<file path="config.mk">
export PLATFORM = sky130hd
export DESIGN_NAME = mem_access_controller
export DESIGN_NICKNAME = d
export VERILOG_FILES = /design/src/rtl/mem_access_controller.sv
export SDC_FILE = /design/constraint.sdc
export NUM_CORES = 1
export LEC_CHECK = 0
export ABC_AREA = 1
export CAP_MARGIN = 20
export CORE_MARGIN = 5
export CORE_UTILIZATION = 46
export CTS_CLUSTER_SIZE = 8
export DETAILED_ROUTE_END_ITERATION = 16
export PLACE_DENSITY = 0.88
export SYNTH_ARGS = -nofsm -noshare
export SYNTH_HDL_FRONTEND = slang
export SYNTH_SLANG_ARGS = --single-unit
</file>
<file path="constraint.sdc">
create_clock -name clk -period 2.45 [get_ports clk]
set_input_delay 0.49 -clock clk [delete_from_list [all_inputs] [get_ports clk]]
set_output_delay 0.49 -clock clk [all_outputs]
set_load 0.01 [all_outputs]
</file>
<file path="src/rtl/mem_access_controller.sv">
// Memory-stage access controller for an LC-3b pipeline.
// Sequences one or two data-memory accesses per memory instruction
// (two for LDI/STI), stalls the pipeline while an access is outstanding,
// and squashes the completing instruction when it was flushed mid-access.
module mem_access_controller (
  input  logic        clk,
  input  logic        reset,
  input  logic [3:0]  opcode_mem,
  input  logic        valid_mem,
  input  logic        flush_mem,
  input  logic        d_mem_resp,
  input  logic [15:0] d_mem_rdata,
  input  logic        load_regfile_wb,
  input  logic [2:0]  dest_wb,
  output logic        d_mem_read,
  output logic        d_mem_write,
  output logic        indirectmux_sel,
  output logic [15:0] indirect_addr,
  output logic        save_load_regfile,
  output logic [2:0]  save_dest,
  output logic        stall_pipeline,
  output logic        kill_wb,
  output logic [15:0] stall_count
);

  localparam logic [3:0] OP_LDB = 4'b0010;
  localparam logic [3:0] OP_LDR = 4'b0110;
  localparam logic [3:0] OP_LDI = 4'b1010;
  localparam logic [3:0] OP_STB = 4'b0011;
  localparam logic [3:0] OP_STR = 4'b0111;
  localparam logic [3:0] OP_STI = 4'b1011;

  typedef enum logic [1:0] {
    IDLE   = 2'b00,
    FIRST  = 2'b01,
    SECOND = 2'b10
  } state_e;

  state_e      state_q, state_d;
  logic        kill_q, kill_d;
  logic [15:0] indirect_addr_q, indirect_addr_d;
  logic        save_load_regfile_q, save_load_regfile_d;
  logic [2:0]  save_dest_q, save_dest_d;
  logic [15:0] stall_count_q, stall_count_d;

  logic is_load, is_store, is_ind, is_mem;
  logic kill_eff;
  logic rd_c, wr_c, sel_c, stall_c, kill_wb_c;

  // Opcode decode of the instruction sitting in MEM.
  always_comb begin
    is_load  = (opcode_mem == OP_LDB) || (opcode_mem == OP_LDR) || (opcode_mem == OP_LDI);
    is_store = (opcode_mem == OP_STB) || (opcode_mem == OP_STR) || (opcode_mem == OP_STI);
    is_ind   = (opcode_mem == OP_LDI) || (opcode_mem == OP_STI);
    is_mem   = is_load || is_store;
    // A flush arriving on the completing cycle itself must still squash.
    kill_eff = kill_q || flush_mem;
  end

  // Next-state, capture and request/stall generation.
  always_comb begin
    state_d             = state_q;
    kill_d              = kill_q;
    indirect_addr_d     = indirect_addr_q;
    save_load_regfile_d = save_load_regfile_q;
    save_dest_d         = save_dest_q;
    rd_c                = 1'b0;
    wr_c                = 1'b0;
    sel_c               = 1'b0;
    stall_c             = 1'b0;
    kill_wb_c           = 1'b0;
    unique case (state_q)
      IDLE: begin
        if (valid_mem && is_mem && !flush_mem) begin
          stall_c = 1'b1;
          state_d = FIRST;
          kill_d  = 1'b0;
        end
      end
      FIRST: begin
        // The first LDI/STI access fetches the pointer, so it is a read.
        rd_c    = is_load || is_ind;
        wr_c    = is_store && !is_ind;
        stall_c = 1'b1;
        kill_d  = kill_eff;
        if (d_mem_resp) begin
          if (is_ind && !kill_eff) begin
            state_d             = SECOND;
            indirect_addr_d     = d_mem_rdata;
            save_load_regfile_d = load_regfile_wb;
            save_dest_d         = dest_wb;
          end else begin
            state_d   = IDLE;
            stall_c   = 1'b0;
            kill_wb_c = kill_eff;
            kill_d    = 1'b0;
          end
        end
      end
      SECOND: begin
        sel_c   = 1'b1;
        rd_c    = (opcode_mem == OP_LDI);
        wr_c    = (opcode_mem == OP_STI);
        stall_c = 1'b1;
        kill_d  = kill_eff;
        if (d_mem_resp) begin
          state_d   = IDLE;
          stall_c   = 1'b0;
          kill_wb_c = kill_eff;
          kill_d    = 1'b0;
        end
      end
      default: begin
        state_d = IDLE;
        kill_d  = 1'b0;
      end
    endcase
  end

  // Saturating stall-cycle counter.
  always_comb begin
    stall_count_d = stall_count_q;
    if (stall_c && (stall_count_q != 16'hFFFF)) begin
      stall_count_d = stall_count_q + 16'd1;
    end
  end

  // State and capture registers; reset clears everything immediately.
  always_ff @(posedge clk or posedge reset) begin
    if (reset) begin
      state_q             <= IDLE;
      kill_q              <= 1'b0;
      indirect_addr_q     <= 16'h0000;
      save_load_regfile_q <= 1'b0;
      save_dest_q         <= 3'b000;
      stall_count_q       <= 16'h0000;
    end else begin
      state_q             <= state_d;
      kill_q              <= kill_d;
      indirect_addr_q     <= indirect_addr_d;
      save_load_regfile_q <= save_load_regfile_d;
      save_dest_q         <= save_dest_d;
      stall_count_q       <= stall_count_d;
    end
  end

  // Control outputs are forced low while reset is held, since the IDLE
  // start condition would otherwise raise stall_pipeline.
  assign d_mem_read        = rd_c && !reset;
  assign d_mem_write       = wr_c && !reset;
  assign indirectmux_sel   = sel_c && !reset;
  assign stall_pipeline    = stall_c && !reset;
  assign kill_wb           = kill_wb_c && !reset;
  assign indirect_addr     = indirect_addr_q;
  assign save_load_regfile = save_load_regfile_q;
  assign save_dest         = save_dest_q;
  assign stall_count       = stall_count_q;

endmodule

</file>
* Word level (Yosys, flattened, before mapping)
Index checks and enable logic that the tools add are counted.
** Storage, ports and cells
- Flip-flop bits (word level) :: 39
- Input bits :: 29
- Output and inout port bits :: 41
- Logic and storage cells :: 66
** Operators by class
- Add/subtract/negate cells :: 1
- Equality and inequality tests :: 12
- Multiplexer cells :: 22
- Reductions and logical operators :: 25
** Operators by type and width (count)
- adder 16 x 1 -> 16 bit (second input constant) :: 1
- inequality test 16 bit (second input constant) :: 1
- 2-to-1 mux 1 bit :: 12
- logical AND 1 bit :: 10
- equality test 4 x 2 -> 1 bit (second input constant) :: 2
- equality test 4 x 3 -> 1 bit (second input constant) :: 2
- equality test 4 bit (second input constant) :: 2
- logical OR 1 bit :: 8
- 2-to-1 mux 2 bit :: 4
- inequality test 2 bit (second input constant) :: 3
- one-hot mux 1 bit (2 select lines) :: 3
- one-hot mux 1 bit (3 select lines) :: 2
- one-hot mux 2 bit (3 select lines) :: 1
- AND reduction 3 bit :: 2
- logical NOT 1 bit :: 4
- equality test 2 x 1 -> 1 bit (second input constant) :: 1
- equality test 2 bit (second input constant) :: 1
- logical NOT 2 bit :: 1

* Logic depth before layout (Yosys ltp)
Gate-level depths: netlist of the first run.
- Depth in word-level cells :: 9
- Gate-level depth with buffers :: 11
- Mapped depth without buffers :: 10

* Least setup slack after synthesis of the first run
OpenSTA, ideal clock, no wires.
- Path type :: input -> output
- Start :: input port reset
- End :: output port kill_wb
- Arrival time :: 1.826 ns
- Required time :: 1.960 ns
- Path slack :: 0.134 ns
- Cell stages on the path :: 3
- Buffers on the path :: 0
- Cell sequence :: inv_1 > nand2_1 > nor3_1
** On the way
- Cells in the longest elaborated chain, start to end :: 2
** Ends and longest elaborated chain
- start: declaration :: line 7 : input logic reset,
- logical NOT 1 bit :: line 153 : assign kill_wb = kill_wb_c && !reset;
- logical AND 1 bit :: line 153
- end: declaration :: line 22 : output logic kill_wb,
No other way between the ends.

* Final worst setup path of the first run
- Start :: input port opcode_mem[3]
- End :: output port d_mem_read
** On the way
- Cells in the longest elaborated chain, start to end :: 6
- Elaborated cells between the ends (all ways) :: 10
- Those cells by class :: 4 x eq/ne; 1 x mux; 5 x reduce/logical
** Ends and longest elaborated chain
- start: declaration :: line 8 : input logic [3:0] opcode_mem,
- equality test 4 x 2 -> 1 bit or equality test 4 x 3 -> 1 bit (tied branches) :: line 52 : is_load = (opcode_mem == OP_LDB) || (opcode_mem == OP_LDR) || (opcode_mem == OP_LDI);
- logical OR 1 bit (2 in a row) :: line 52
- logical OR 1 bit :: line 82 : rd_c = is_load || is_ind;
- one-hot mux 1 bit (2 select lines) * :: line 72 : unique case (state_q)
- logical AND 1 bit * :: line 149 : assign d_mem_read = rd_c && !reset;
- end: declaration :: line 15 : output logic d_mem_read,
Mark *: on every way between the ends. The rest lies on a longest branch, timed or not.

==> impl_metrics.toml, run 1 <==
[power_and_ir_drop]
power.total_mw = 2.21
power_density_mw_per_mm2 = 723
peakVddDrop_mv = 0.306
p_leak_nw = 1.47

[floorplanning]
die_area_sq_mm = 0.00614
start_util_pct = 48.3
design.core.area_sq_mm = 0.00444
ioPinCount = 70
die_h_um = 78.3
die-width_um = 78.3
num_rows = 24

[timing]
holdWs_ns = 0.493
final.period_utilization_pct = 93.9
fin_worst_skew_ns = 0.00625
fin_tns_setup_ns = 0
fin_ws_ns = 0.149
fmax_mhz = 435
slew_viol_final = 0
period_minus_slack_ns = 2.30
worst_pin_slew_ns = 0.497
setup_viol = 0
rsz0062_at_grt = "no"
slew_headroom_pct = 66.9
hold_viol = 0

[synthesis]
netlist_instances = 242
synth.cell_area_sq_mm = 0.00215
avgSynthCellArea_sq_um = 8.88
synth_seq_cells = 39
synth_nets = 276
synth.area.top_cells = "dfrtp_1, nand2_1, mux2_1, nand3_1, nor2_1"
ys_types = 27
yosysTopAreaCell = "dfrtp_1"
synth.top_cell.area_share_pct = 45.4
seq_area_frac_synth_pct = 45.4
yosysWarnings = 0

[placement]
port_buffers = 69
dp.final_hpwl_mm = 4.20
pre_cts_ws_ns = -0.199
gp_routability_congestion = 0.883

[clock_tree]
cts_tree = "done"
clock_latency_ns = 0.29
clk_pin_slew_ns = 0.07
cts_htree_levels = 2
cts_hold_buf = 0
clock_sinks = 39
cts_root_buffer = "clkbuf_8"
clockBufferDepth = 2
cts_buffers = 5

[drt]
drt_wl_total_mm = 5.46
topRoutingLayerUsed = "met4"
first_pass_iters = 4
ant_nets = 0
vias = 1968
drc = 0
wl_met1_mm = 2.21
wl_met3_um = 262
wl_per_cell_um = 14.5
drt_iter0_drc = 138
wl_met2_mm = 2.88
viasPerCell = 5.23

[run]
maxCapViolCount = 0

[setup_path]
crit_type = "primary input to output pin"
critPathBufInv = 4
cp_cell_sequence = "clkdlybuf4s50_1 -> inv_1 -> nor2_4 -> buf_4 -> nand3_1 -> a21oi_1 -> dlygate4sd2_1"
start_kind = "primary input"
critPathMaxFanout = 4
critical-path-slowest-cell = "clkdlybuf4s50_1"
crit_family = "buffers and inverters"
critPathArrivalTime_ns = 1.81
critPathMaxStageDelay_ns = 0.47
r2r_slack_ns = 0.69
worstPathRequired_ns = 1.96
endpoint_kind = "output pin"

[global_routing]
grt_max_degree = 40
first_global_vias = 2051
gr-total-overflow = 0
antenna_found_initial = 0
grt_pass1_wl_mm = 9.55
track_usage_pct = 19.3

[status]
status = "complete, no violations"

[layout]
finalCoreUtilization_pct = 68.7
syn2layout_area_growth_pct = 42.2
drive_gt1_share_pct = 9.88
finalNetCount = 357
antennaDiodeCount = 0
final_common_cell = "nand2_1"
final_cell_mix = "nand2_1, clkdlybuf4s50_1, dfrtp_1"

[hold_path]
hold_class = "flip-flop to flip-flop"
==> Yosys cell counts <==
cell / number
a21oi_1: 2
a22o_1: 2
a32oi_1: 1
buf_2: 3
buf_6: 2
dfrtp_1: 39
ha_1: 5
inv_1: 17
inv_2: 2
mux2_1: 20
nand2_1: 73
nand3_1: 26
nand3_2: 1
nand3_4: 1
nand4_1: 6
nand4_4: 1
nor2_1: 21
nor2_2: 1
nor2_4: 3
nor2_8: 1
nor3_1: 2
nor3_2: 1
o21ai_0: 3
o21ai_1: 1
o21ai_2: 1
xnor2_1: 5
xor2_1: 2
==> metrics by stage <==
step                      cells  instance area [sq um]
after global routing        376                   3050
after CTS                   374                   3040
after global placement      366                   2930
after detailed placement    366                   2930
after floorplan             242                   2150
final                       376                   3050
==> sequential cells by signal (all words and copies together), names as in the netlist <==
name	flops
kill_q	1
save_load_regfile	1
indirect_addr	16
save_dest	3
stall_count	16
state_q	2
==> layer usage <==
metal / vias up / track usage [%]
met1: 940 / 22.4
met2: 63 / 35.7
met4: 0 / 5.42
li1: 956 / -
met5: - / 0
met3: 9 / 4.46
==> cell type report <==
type	instances	area (sq um)
inverter	19	71.3
fill	349	1390
tap	52	65.1
timing repair buffer	79	761
multi-input combinational	179	1060
clock inverter	2	35.0
sequential	39	976
clock buffer	6	82.6
==> cells by family (layout without fill, tap and decap cells) <==
family | count (synthesis) | after routing | share of synthesized area (%)
buffers and inverters | 24 | 106 | 5.07
and+or+nand+nor | 137 | 137 | 30.2
DFF | 39 | 39 | 45.4
AOI/OAI and AO/OA | 10 | 10 | 3.03
muxes | 20 | 20 | 10.5
xor gates and xnor gates | 7 | 7 | 2.85
adders and majority gates | 5 | 5 | 2.91
==> path summary, 6_finish.rpt <==
path                                      to         startpoint  cells past startpoint
setup / recovery                  d_mem_read      opcode_mem[3]                      7
setup reg to reg              stall_count[7]     stall_count[0]                      7
hold / removal             indirect_addr[12]  indirect_addr[12]                      1
hold reg to reg            indirect_addr[12]  indirect_addr[12]                      1
max in group asynchronous  indirect_addr[14]              reset                      3
min in group asynchronous    stall_count[11]              reset                      3
==> power by group <==
part | leakage [nW] | switching (mW) | internal, mW
clock network | 0.0612 | 0.226 | 0.330
registers | 0.531 | 0.110 | 0.777
logic | 0.874 | 0.348 | 0.417
==> what timing repair did <==
action	CTS	global route
pin swaps	0	0
endpoints found under the setup margin	3	2
gates resized for setup	3	5
setup buffers	0	2
Power figures use the tool's default switching activity.
==> run 2: changes to the inputs <==
--- a/config.mk
+++ b/config.mk
@@ -9,3 +9,2 @@
 export CAP_MARGIN = 20
-export CORE_MARGIN = 5
 export CORE_UTILIZATION = 46
==> constraint.sdc (replaced) <==
create_clock -name clk -period 2.45 [get_ports clk]
set_input_delay 0.245 -clock clk [delete_from_list [all_inputs] [get_ports clk]]
set_output_delay 0.245 -clock clk [all_outputs]
set_load 0.01 [all_outputs]
==> impl_metrics.toml, run 2 (synthesis results as in run 1) <==
[drt]
vias = 1877
drt_iter0_drc = 67
first_pass_iters = 5
drt_wl_total_mm = 4.89
ant_nets = 0
wl_per_cell_um = 13.3
drc = 0
viasPerCell = 5.10

[layout]
final_cells = 368
final_cell_mix = "nand2_1, clkdlybuf4s50_1, dfrtp_1"
antennaDiodeCount = 0
drive_gt1_share_pct = 6.96
final_common_cell = "nand2_1"
finalNetCount = 349
n_fill_cell = 354
syn2layout_area_growth_pct = 39.3

[setup_path]
critPathArrivalTime_ns = 1.97
endpoint_kind = "output pin"
worstPathRequired_ns = 2.20
critPathMaxFanout = 5
critPathLaunch = "state_q[0]"
crit_end = "stall_pipeline"
timing.rr.start = "stall_count[0]"
r2r_cells = 7
rr_endpoint = "stall_count[2]"
crit_type = "flip-flop to output pin"
start_kind = "flip-flop"
r2r_slack_ns = 0.65

[global_routing]
gr-total-overflow = 0
grt_pass1_wl_mm = 8.19
antenna_found_initial = 0
first_global_vias = 1903
grt_max_degree = 40
track_usage_pct = 20.7

[floorplanning]
ioPinCount = 70
die_area_sq_mm = 0.00495
design.core.area_sq_mm = 0.00441
die-width_um = 70.3
num_rows = 24
die_h_um = 70.3
start_util_pct = 48.7

[timing]
hold_viol = 0
period_minus_slack_ns = 2.22
slew_viol_final = 0
worst_pin_slew_ns = 0.482
fin_tns_setup_ns = 0
rsz0062_at_grt = "no"
slew_headroom_pct = 67.9
setup_viol = 0
final.period_utilization_pct = 90.4
fmax_mhz = 451
fin_worst_skew_ns = 0.00908

[clock_tree]
clock_sinks = 39
clock_latency_ns = 0.29
cts_root_buffer = "clkbuf_8"
clk_pin_slew_ns = 0.08
cts_tree = "done"
cts_setup_buffers = 0
clockBufferDepth = 2
cts_htree_levels = 2
cts_buffers = 5

[hold_path]
hold_class = "primary input to asynchronous set/reset pin"

[power_and_ir_drop]
power_density_mw_per_mm2 = 714
p_leak_nw = 1.40
peakVddDrop_mv = 0.306

[placement]
place_inst = 360
gp_routability_congestion = 0.858
port_buffers = 69
dp.final_hpwl_mm = 3.69

[status]
status = "complete, no violations"

[run]
maxCapViolCount = 0
-- run 2: cell count changes in the layout (fill, tap and decap cells not counted), sizes merged --
cell,delta
buf,-8
dlymetal6s2s,-1
clkinv,+1
dlygate4sd2,-1
clkbuf,-2
clkdlybuf4s50,+3
-- run 2: layout make-up --
cell class	instances	area, sq um	area share [%]
inverters	19	71.3	2.38
multi-input cells	179	1060	35.5
clock inverters	3	43.8	1.46
well taps	52	65.1	2.17
clock buffers	5	68.8	2.30
repair buffers	71	704	23.5
flip-flops and latches	39	976	32.6
-- run 2: power by group --
group / switching (mW) / leakage, nW / internal, mW
Clock: 0.236 / 0.0581 / 0.303
Sequential: 0.112 / 0.531 / 0.777
Combinational: 0.326 / 0.813 / 0.384
-- run 2: what timing repair did --
item | CTS | global route
resized for setup | 1 | 0
endpoints found under the setup margin | 1 | 0
hold buffers | 0 | 0
-- run 2: worst min-delay path by stage --
stage	slack, ns	end	start
after floorplan	0.38	indirect_addr[0]	d_mem_rdata[0]
after global placement	0.47	indirect_addr[12]	indirect_addr[12]
after detailed placement	0.48	indirect_addr[12]	indirect_addr[12]
after CTS	0.49	kill_q	reset
after global routing	0.51	indirect_addr[1]	indirect_addr[1]
final	0.46	kill_q	reset
-- run 2: per-stage QoR --
stage,power (mW),worst slack (ns),area [sq um],hold slack (ns),utilization [%]
floorplan,1.25,0.624,2150,0.377,-
global placement,1.58,0.288,2880,0.472,65.3
detailed placement,1.62,0.245,2880,0.481,65.3
CTS,2.16,0.228,2990,0.491,67.8
global route,2.26,0.121,2990,0.511,67.8
finish,2.14,0.234,2990,0.465,67.8
-- run 2: routing by layer --
| layer | wire length, um | GRT usage [%] |
|---|---|---|
| met1 | 2100 | 24.6 |
| met4 | 66 | 6.44 |
| met5 | 0 | 0 |
| met3 | 262 | 3.90 |
| met2 | 2460 | 37.4 |
-- run 2: critical path, stage by stage (launching register included) --
cell           delay, ns
dfrtp_1             0.42
inv_1               0.09
ha_1                0.27
o21ai_2             0.22
nand2_1             0.13
nor2_4              0.19
nor3_1              0.06
dlygate4sd2_1       0.29
